[config.mk]
export PLATFORM = sky130hd
export DESIGN_NAME = ula_seq_divider
export DESIGN_NICKNAME = d
export VERILOG_FILES = /design/src/rtl/ula_pkg.sv /design/src/rtl/ula_div_step.sv /design/src/rtl/ula_seq_divider.sv
export SDC_FILE = /design/constraint.sdc
export NUM_CORES = 1
export LEC_CHECK = 0
export CAP_MARGIN = 5
export CORE_AREA = 2 2 76 78
export CTS_CLUSTER_DIAMETER = 60
export CTS_CLUSTER_SIZE = 40
export DETAILED_ROUTE_END_ITERATION = 8
export DIE_AREA = 0 0 78 80
export PLACE_DENSITY = 0.71
export SLEW_MARGIN = 20
export SYNTH_ARGS = -nofsm -noshare
export SYNTH_HDL_FRONTEND = slang
export SYNTH_SLANG_ARGS = --single-unit
[constraint.sdc]
create_clock -name Tclk -period 4.3 [get_ports Tclk]
set_input_delay 0.86 -clock Tclk [delete_from_list [all_inputs] [get_ports Tclk]]
set_output_delay 0.86 -clock Tclk [all_outputs]
set_load 0.03 [all_outputs]
[src/rtl/ula_pkg.sv]
// Shared definitions for the ULA datapath and its sequential divider.
// Contents:
//   N_DEF        default operand width shared with the ULA
//   div_state_e  2-bit divider FSM encoding (ST_IDLE / ST_RUN / ST_DONE)
package ula_pkg;

    localparam int unsigned N_DEF = 8;

    typedef enum logic [1:0] {
        ST_IDLE = 2'd0,
        ST_RUN  = 2'd1,
        ST_DONE = 2'd2
    } div_state_e;

endpackage

[src/rtl/ula_div_step.sv]
// One combinational restoring-division step.
// Ports:
//   rem       in   N  current partial remainder (always < divisor)
//   dvd_msb   in   1  next dividend bit shifted into the remainder
//   divisor   in   N  divisor
//   rem_next  out  N  partial remainder after the trial subtraction
//   q_bit     out  1  quotient bit produced by this step
module ula_div_step #(
    parameter int unsigned N = 8
) (
    input  logic [N-1:0] rem,
    input  logic         dvd_msb,
    input  logic [N-1:0] divisor,
    output logic [N-1:0] rem_next,
    output logic         q_bit
);

    // The shifted remainder needs N+1 bits; either branch of the restore fits back in N
    // because the previous remainder was already below the divisor.
    logic [N:0] shifted;
    logic [N:0] diff;

    assign shifted  = {rem, dvd_msb};
    assign diff     = shifted - {1'b0, divisor};
    assign q_bit    = (shifted >= {1'b0, divisor});
    assign rem_next = q_bit ? diff[N-1:0] : shifted[N-1:0];

endmodule

[src/rtl/ula_seq_divider.sv]
// Sequential unsigned restoring divider, one quotient bit per enabled clock.
// Ports:
//   Tclk      in   1  clock, rising edge
//   Tclr      in   1  synchronous active-high reset, dominates en
//   en        in   1  clock enable; low freezes all state
//   start     in   1  request, accepted only in ST_IDLE
//   A_in      in   N  dividend
//   B_in      in   N  divisor
//   Q         out  N  quotient (held until next result)
//   R         out  N  remainder (held until next result)
//   busy      out  1  high in ST_RUN and ST_DONE
//   done      out  1  high while in ST_DONE
//   div_zero  out  1  result came from a zero divisor
module ula_seq_divider
    import ula_pkg::*;
#(
    parameter int unsigned N = N_DEF
) (
    input  logic         Tclk,
    input  logic         Tclr,
    input  logic         en,
    input  logic         start,
    input  logic [N-1:0] A_in,
    input  logic [N-1:0] B_in,
    output logic [N-1:0] Q,
    output logic [N-1:0] R,
    output logic         busy,
    output logic         done,
    output logic         div_zero
);

    localparam int unsigned CntW = $clog2(N + 1);

    div_state_e    state_q;
    logic [N-1:0]  dvd_q;   // dividend shifts out of the top, quotient bits shift in below
    logic [N-1:0]  dvs_q;
    logic [N-1:0]  rem_q;
    logic [CntW-1:0] cnt_q;
    logic [N-1:0]  q_q;
    logic [N-1:0]  r_q;
    logic          busy_q;
    logic          done_q;
    logic          dz_q;

    logic [N-1:0]  rem_next;
    logic          q_bit;

    ula_div_step #(
        .N(N)
    ) u_step (
        .rem      (rem_q),
        .dvd_msb  (dvd_q[N-1]),
        .divisor  (dvs_q),
        .rem_next (rem_next),
        .q_bit    (q_bit)
    );

    always_ff @(posedge Tclk) begin
        if (Tclr) begin
            state_q <= ST_IDLE;
            dvd_q   <= '0;
            dvs_q   <= '0;
            rem_q   <= '0;
            cnt_q   <= '0;
            q_q     <= '0;
            r_q     <= '0;
            busy_q  <= 1'b0;
            done_q  <= 1'b0;
            dz_q    <= 1'b0;
        end else if (en) begin
            unique case (state_q)
                ST_IDLE: begin
                    if (start) begin
                        busy_q <= 1'b1;
                        if (B_in != '0) begin
                            dvd_q   <= A_in;
                            dvs_q   <= B_in;
                            rem_q   <= '0;
                            cnt_q   <= CntW'(N);
                            state_q <= ST_RUN;
                        end else begin
                            q_q     <= '1;
                            r_q     <= A_in;
                            dz_q    <= 1'b1;
                            done_q  <= 1'b1;
                            state_q <= ST_DONE;
                        end
                    end
                end
                ST_RUN: begin
                    rem_q <= rem_next;
                    dvd_q <= {dvd_q[N-2:0], q_bit};
                    cnt_q <= cnt_q - CntW'(1);
                    if (cnt_q == CntW'(1)) begin
                        q_q     <= {dvd_q[N-2:0], q_bit};
                        r_q     <= rem_next;
                        dz_q    <= 1'b0;
                        done_q  <= 1'b1;
                        state_q <= ST_DONE;
                    end
                end
                ST_DONE: begin
                    done_q  <= 1'b0;
                    busy_q  <= 1'b0;
                    state_q <= ST_IDLE;
                end
                default: begin
                    state_q <= ST_IDLE;
                end
            endcase
        end
    end

    assign Q        = q_q;
    assign R        = r_q;
    assign busy     = busy_q;
    assign done     = done_q;
    assign div_zero = dz_q;

endmodule
==> out/metrics.cfg, run 1 <==
[finish]
final_cell_mix=dfxtp_1, nor2_1, clkdlybuf4s50_1
drive_above_1_share_pct=9.88
multiInputGateArea_mm2=0.00147
final_core_util_pct=57.4
diodes=0
nets=354
final_area_mm2=0.00310
layout_commonest_cell=dfxtp_1
n_fill_cell=515
seq_area_um2=981
area_growth_pct=19.9

[route]
wl_per_cell_um=14.5
viasPerCell=5.58
drc=0
drt_wl_total_um=5760
first_pass_iters=4
vias=2209
first_iter_violations=112
ant_nets=0

[clocking]
post_cts_resized=0
cts_setup_buffers=0
cts_sinks=49
clockRootBuffer=clkbuf_8
clk_latency_ns=0.30
numCtsBuffers=5
postCtsHoldBufs=0
clockBufferDepth=2
cts_tree=done
cts_max_level=2
clk_pin_slew_worst_paths_ns=0.09

[yosys]
syn_area_mm2=0.00259
netlist_instances=289
synthTopCellsByArea=dfxtp_1, nor2_1, ha_1
async_flop_share_pct=0
yosysSeqAreaShare_pct=37.9
synth_edf_count=0
yosysUniqueCellTypes=67
synth_area_leader_cell=dfxtp_1
yosysWarnings=0
synth_nets=320
synthFlopType=dfxtp_1
synth-seq-cells=49
avgSynthCellArea_um2=8.96
synth_top_area_share_pct=37.9

[die]
dieArea_mm2=0.00624
die_h_um=80
die_x_um=78
rows=27
initial_utilization_pct=47.9
core_area_mm2=0.00541
ios=39

[global_route]
use_met2_pct=31.4
grt_max_degree=23
grt_pass1_vias=1935
met1_usage_pct=25.0
grt.busiest_layer=met2
use_met3_pct=4.52
antenna_found_initial=0
grtUsageTotal_pct=18.9
grt_pass1_wl_um=9310
overflow=0

[worst_setup_path]
startpoint_type=input pin
cp-end-kind=register
crit_required_ns=4.49
crit_fanout=21
cp_cell_sequence=clkdlybuf4s50_1 > clkinv_1 > nand2_1 > nor3_1 > a211o_1
crit_arrival_ns=2.99
cp_slowest_stage_delay_ns=0.96
worstSetupPathType=input pin to register
cp_slowest_cell=clkdlybuf4s50_1

[sta]
setup_viol=0
rsz0062_at_grt=false
slew_headroom_pct=34.9
fmax_mhz=357
worst_slew_pin_slew_ns=0.975
post-route-period-util_pct=65.1
drv_slew=0
finalClockSkew_ns=0.00821
tns_ns=0
finalHoldViolations=0
hold-worst-slack_ns=0.503
period_needed_ns=2.80

[pwr]
powerDensity_mw_per_mm2=336
p_sw_uw=288
p_int_uw=755
p_comb_share_pct=20.9
clkPwrFrac_pct=32.6
ir_worst_vdd_mv=0.290
swShare_pct=27.6
p_seq_share_pct=46.5
finalPower_uw=1040
p_leak_uw=0.00115

[place]
portBuffers=38
dpl_cell_area_mm2=0.00299
hpwlAfterDp_um=4250
gp_congestion=0.784

[flow_run]
cap_viol_max_count=0

[status]
status=finished, final reports clean

[hold_path]
hold_class=register to register

## area by class of cell
cell class                      instances  share of cell area [%]
Clock inverter                          1                   0.967
Multi-Input combinational cell        214                    47.4
Sequential cell                        49                    31.6
Clock buffer                            7                    2.78
Tap cell                               72                    2.90
Inverter                               13                    1.57
Timing Repair Buffer                   40                    12.7
## cell usage after synthesis, drive strengths merged, types with 2 or more instances
master,number
a211oi,10
a21bo,2
a21boi,2
a21oi,19
a311oi,4
a31oi,3
a32oi,2
and2,5
and3,3
and4b,2
buf,8
clkbuf,5
dfxtp,49
ha,10
inv,12
mux2,2
mux2i,7
nand2,20
nand2b,3
nand3,4
nand3b,2
nand4,4
nor2,44
nor2b,3
nor3,5
nor3b,2
nor4,3
o211ai,2
o21a,2
o21ai,12
o22ai,12
o31a,2
or2b,2
xnor2,2
xor2,3
## power by group through the flow
stage                     Combinational, µW  Clock [µW]  Sequential (µW)
after floorplan                         167           0              495
after global placement                  215           0              494
after detailed placement                217           0              495
after CTS                               218         341              484
after global routing                    241         364              487
final                                   218         340              485
## routing by layer
metal	up-vias	wire, µm
met5	-	0
met4	0	34
met3	4	201
met2	37	2710
li1	1120	-
met1	1048	2810
## critical path, delay by kind of cell
family	cells	cell delay, ns
buf+inv	2	1.46
simple gates	2	0.39
compound gates	1	0.27
## path summary, 6_finish.rpt
kind | from | end | slack (ns) | depth (start not counted)
worst max-delay path | Tclr | rem_q[3] | 1.50 | 5
worst min-delay path | Q[6] | Q[6] | 0.50 | 2
worst max register to register | cnt_q[0] | R[1] | 1.97 | 6
worst min register to register | Q[6] | Q[6] | 0.50 | 2
## stage by stage
stage | std cells | setup slack, ns
final | 396 | 1.50
after global routing | 396 | 1.33
after CTS | 396 | 1.52
after detailed placement | 388 | 1.23
after global placement | 388 | 1.26
after floorplan | 289 | 2.20
## logic make-up (layout without fill, tap and decap cells)
group           count (synthesis)  after routing  synth area share, %
fa+ha+maj                      11             11                 5.61
mux                             9              9                 3.58
buf+inv                        26             61                 5.22
compound gates                 83             83                 23.9
xor+xnor                        5              5                 1.69
simple gates                  106            106                 22.1
flops                          49             49                 37.9
## state kept, by name, indices dropped and copies added, names as in the netlist
register,flops
dvd_q,8
busy,1
done,1
Q,8
state_q,2
cnt_q,4
div_zero,1
dvs_q,8
rem_q,8
R,8
(Power assumes the default switching activity.)
==> run 2: changes to the inputs <==
==> constraint.sdc (replaced) <==
create_clock -name Tclk -period 2.58 [get_ports Tclk]
set_input_delay 0.516 -clock Tclk [delete_from_list [all_inputs] [get_ports Tclk]]
set_output_delay 0.516 -clock Tclk [all_outputs]
set_load 0.03 [all_outputs]
==> out/metrics.cfg, run 2 (same netlist as run 1, synthesis figures left out) <==
[status]
status=finished, final reports clean

[global_route]
grtUsageTotal_pct=19.5  ; +0.60 points
grt_pass1_wl_um=9630  ; +3.4%
overflow=0  ; unchanged
antenna_found_initial=0  ; unchanged
grt_max_degree=28  ; +22%
grt_pass1_vias=2041  ; +5.5%

[worst_setup_path]
startpoint_type=register
crit_fanout=12  ; -43%
worstSetupPathType=register to register
regToRegEndpoint=rem_q[3]
worstRegToRegCells=7  ; +1
cp-end-kind=register
r2r_slack_ns=0.39  ; -1.58 ns
critPathLaunch=dvs_q[7]
crit_arrival_ns=2.39  ; -0.60 ns
cp_slowest_stage_delay_ns=0.40  ; -0.56 ns
cp_slowest_cell=o211a_1
crit_required_ns=2.77  ; -1.72 ns
cp_cell_sequence=inv_1 > ha_1 > and4b_2 > nand4_4 > o211a_1 > and3_2 > a211o_1
r2r-start=dvs_q[7]

[clocking]
clockRootBuffer=clkbuf_8
post_cts_resized=0  ; unchanged
cts_sinks=49  ; unchanged
numCtsBuffers=5  ; unchanged
postCtsHoldBufs=0  ; unchanged
cts_setup_buffers=0  ; unchanged
cts_max_level=2  ; unchanged
clk_pin_slew_worst_paths_ns=0.09  ; about the same
clk_latency_ns=0.31  ; about the same
cts_tree=done
clockBufferDepth=2  ; unchanged

[sta]
tns_ns=0  ; unchanged
period_needed_ns=2.19
rsz0062_at_grt=false
post-route-period-util_pct=85.0
finalClockSkew_ns=0.0130  ; +0.00477 ns
fmax_mhz=456
finalHoldViolations=0  ; unchanged
worst_slew_pin_slew_ns=0.589  ; -0.386 ns
setup_viol=0  ; unchanged
drv_slew=0  ; unchanged
slew_headroom_pct=60.7  ; +26 points

[die]
die_h_um=80  ; unchanged
die_x_um=78  ; unchanged
core_area_mm2=0.00541  ; unchanged
ios=39  ; unchanged
dieArea_mm2=0.00624  ; unchanged
initial_utilization_pct=47.9  ; unchanged
rows=27  ; unchanged

[hold_path]
hold_class=register to register
holdPathStages=2  ; unchanged
whs_endpoint=rem_q[0]
min_from=rem_q[0]

[place]
portBuffers=38  ; unchanged
gp_congestion=0.842  ; +7.4%
hpwlAfterDp_um=4360  ; +2.5%

[finish]
layout_commonest_cell=dfxtp_1
area_growth_pct=21.8
diodes=0  ; unchanged
n_fill_cell=511  ; -0.78%
final_cell_mix=dfxtp_1, nor2_1, clkdlybuf4s50_1
drive_above_1_share_pct=12.1  ; +2.2 points
nets=361  ; +2.0%

[route]
wl_per_cell_um=14.4  ; -0.80%
ant_nets=0  ; unchanged
drc=0  ; unchanged
drt_wl_total_um=5810  ; +0.96%
first_iter_violations=136  ; +21%
vias=2237  ; +1.3%
first_pass_iters=4  ; unchanged
viasPerCell=5.55  ; -0.49%

[pwr]
p_leak_uw=0.00118  ; +3.0%
ir_worst_vdd_mv=0.364  ; +26%
powerDensity_mw_per_mm2=550  ; +64%
finalPower_uw=1730  ; +66%

[flow_run]
cap_viol_max_count=0  ; unchanged

run 2: cell types whose count changed in the layout (fill, tap and decap cells not counted), sizes merged:
cell	delta
buf	+7
clkbuf	-2
clkinv	+1
inv	+1
run 2: worst max-delay path, delay by kind of cell, from the launching register on:
kind                     cells  cell delay [ns]
adder cells (fa/ha/maj)      1             0.35
AO/OA/AOI/OAI                2             0.62
flip-flops                   1             0.32
AND/OR/NAND/NOR              3             0.72
buffers and inverters        1             0.07
run 2: final cells by class:
class                      count  area, µm²  area share (%)
inverter                      13       48.8            1.55
timing repair buffer          47        448            14.2
tap                           72       90.1            2.86
multi-input combinational    214       1470            46.7
sequential                    49        981            31.1
clock inverter                 3       43.8            1.39
clock buffer                   5       68.8            2.18
run 2: worst max path at each step:
stage          endpoint  slack (ns)  cells after the start
3_3_place_gp       R[4]        0.10                      6
6_report       rem_q[3]        0.39                      7
2_1_floorplan  rem_q[0]        0.68                      7
4_1_cts        rem_q[3]        0.39                      7
3_5_place_dp       R[2]         0.1                      6
5_1_grt        rem_q[3]        0.26                      7
run 2: report_power, final:
| group | total, µW | switching (µW) | leakage, µW | internal (µW) |
|---|---|---|---|---|
| combinational | 371 | 210 | 0.000725 | 161 |
| clock | 555 | 264 | 0.0000585 | 291 |
| sequential | 808 | 21.9 | 0.000398 | 786 |
| total | 1730 | 496 | 0.00118 | 1240 |
run 2: routing by layer:
layer | global-route usage, % | share of wire, % | vias up | wire length, µm
li1 | - | - | 1128 | -
met1 | 26.7 | 48 | 1055 | 2810
met2 | 30.3 | 46 | 44 | 2660
met3 | 4.41 | 4.1 | 10 | 238
met4 | 6.32 | 1.8 | 0 | 102
met5 | 0 | 0 | - | 0
run 2: metrics by stage:
step,setup slack [ns],instance area (µm²),hold slack [ns],cells,util (%)
detailed placement,0.0982,3040,0.489,395,56.3
finish,0.388,3150,0.503,403,58.3
CTS,0.386,3150,0.509,403,58.3
global placement,0.101,3040,0.474,395,56.3
global route,0.264,3150,0.530,403,58.3
floorplan,0.685,2590,0.450,289,-
==> run 3: changes to the inputs <==
--- a/config.mk
+++ b/config.mk
@@ -11,7 +11,7 @@
 export CTS_CLUSTER_SIZE = 40
 export DETAILED_ROUTE_END_ITERATION = 8
 export DIE_AREA = 0 0 78 80
-export PLACE_DENSITY = 0.71
+export PLACE_DENSITY = 0.74
 export SLEW_MARGIN = 20
 export SYNTH_ARGS = -nofsm -noshare
 export SYNTH_HDL_FRONTEND = slang
==> constraint.sdc (replaced) <==
create_clock -name Tclk -period 2 [get_ports Tclk]
set_input_delay 0.4 -clock Tclk [delete_from_list [all_inputs] [get_ports Tclk]]
set_output_delay 0.4 -clock Tclk [all_outputs]
set_load 0.03 [all_outputs]
==> out/metrics.cfg, run 3 (same netlist as run 1, synthesis figures left out) <==
[status]
status=finished, final reports clean

[pwr]
ir_worst_vdd_mv=0.506  ; +39%
powerDensity_mw_per_mm2=667  ; +21%
p_leak_uw=0.00139  ; +18%

[global_route]
grtUsageTotal_pct=21.6  ; +2.2 points
met1_usage_pct=27.8  ; +1.0 points
antenna_found_initial=0  ; unchanged
grt_pass1_wl_um=10600  ; +10%
grt.busiest_layer=met2
use_met3_pct=2.71  ; -1.7 points
grt_max_degree=33  ; +18%
use_met2_pct=37.0  ; +6.7 points
grt_pass1_vias=2291  ; +12%
overflow=0  ; unchanged

[worst_setup_path]
startpoint_type=register
worstSetupPathType=register to register
cp-end-kind=register
crit_required_ns=2.19  ; -0.58 ns
crit_arrival_ns=2.13  ; -0.26 ns
crit_fanout=3  ; -9

[die]
die_h_um=80  ; unchanged
initial_utilization_pct=47.9  ; unchanged
dieArea_mm2=0.00624  ; unchanged
ios=39  ; unchanged
rows=27  ; unchanged
die_x_um=78  ; unchanged
core_area_mm2=0.00541  ; unchanged

[finish]
drive_above_1_share_pct=27.6  ; +15 points
final_cell_mix=dfxtp_1, buf_4, nor2_1
diodes=0  ; unchanged
final_cells=442  ; +9.7%
layout_commonest_cell=dfxtp_1
n_fill_cell=458  ; -10%
nets=400  ; +11%
area_growth_pct=38.6

[route]
first_pass_iters=4  ; unchanged
drt_wl_total_um=6800  ; +17%
ant_nets=0  ; unchanged
vias=2458  ; +9.9%
drc=0  ; unchanged
first_iter_violations=154  ; +13%
wl_per_cell_um=15.4  ; +6.7%
viasPerCell=5.56  ; +0.18%

[sta]
setup_viol=0  ; unchanged
finalClockSkew_ns=0.00833  ; -0.00465 ns
fmax_mhz=516  ; +13%
finalHoldViolations=0  ; unchanged
period_needed_ns=1.94  ; -0.255 ns
drv_slew=0  ; unchanged
fin_ws_ns=0.0625  ; -0.325 ns
post-route-period-util_pct=96.9  ; +12 points
slew_headroom_pct=74.6  ; +14 points
worst_slew_pin_slew_ns=0.381  ; -0.208 ns

[clocking]
clk_pin_slew_worst_paths_ns=0.09  ; about the same
clk_latency_ns=0.30  ; about the same
cts_sinks=49  ; unchanged
clockRootBuffer=clkbuf_8
clockBufferDepth=2  ; unchanged
cts_max_level=2  ; unchanged
numCtsBuffers=5  ; unchanged
cts_tree=done

[place]
portBuffers=38  ; unchanged
place_ws_ns=-0.126  ; -0.225 ns
placedCellCount=433  ; +9.6%
gp_congestion=0.790  ; -6.2%
hpwlAfterDp_um=4930  ; +13%

[hold_path]
hold_class=register to register

[flow_run]
cap_viol_max_count=0  ; unchanged

run 3: area by class of cell:
class / instances / area [µm²] / share of cell area [%]
clock inverter: 3 / 43.8 / 1.22
inverter: 13 / 48.8 / 1.36
multi-input combinational: 214 / 1600 / 44.5
tap: 72 / 90.1 / 2.51
clock buffer: 5 / 68.8 / 1.92
sequential: 49 / 982 / 27.4
timing repair buffer: 86 / 757 / 21.1
run 3: final timing paths:
kind | slack (ns) | start | to | depth (start not counted)
hold reg to reg | 0.49 | rem_q[0] | rem_q[0] | 2
setup reg to reg | 0.06 | dvs_q[1] | rem_q[3] | 7
hold / removal | 0.49 | rem_q[0] | rem_q[0] | 2
setup / recovery | 0.06 | dvs_q[1] | rem_q[3] | 7
run 3: repair_timing:
item	in CTS	in global routing
gates resized for setup	10	23
setup buffers	0	1
gates cloned	0	0
pin swaps	3	7
hold buffers	0	0
setup endpoints to repair	9	14
run 3: metrics by stage:
stage | cell area (µm²) | hold WS [ns] | TNS [ns] | utilization (%) | power (µW)
after CTS | 3480 | 0.503 | -0.0501 | 64.4 | 2360
after global routing | 3590 | 0.494 | -0.0517 | 66.4 | 2510
after floorplan | 2590 | 0.450 | 0 | - | 1420
after detailed placement | 3340 | 0.486 | -2.06 | 61.8 | 1630
after global placement | 3340 | 0.479 | -1.46 | 61.8 | 1610
final | 3590 | 0.491 | 0 | 66.4 | 2400
run 3: worst max-delay path, stage by stage, from the launching register on:
cell and delay [ns]:
dfxtp_1 0.39, inv_1 0.08, ha_1 0.35, nor2b_2 0.19, a21bo_2 0.23, xnor2_2 0.20, nor3_1 0.11, a211o_1 0.28
run 3: power by group:
part	total [µW]	switching [µW]	internal, µW
registers	1050	31.1	1010
logic	637	321	316
clock network	712	337	375
total	2400	689	1710
run 3: layer usage:
metal | share of wire (%) | up-vias
met3 | 3.8 | 17
li1 | - | 1202
met2 | 50 | 69
met4 | 2.4 | 0
met5 | 0 | -
met1 | 44 | 1170
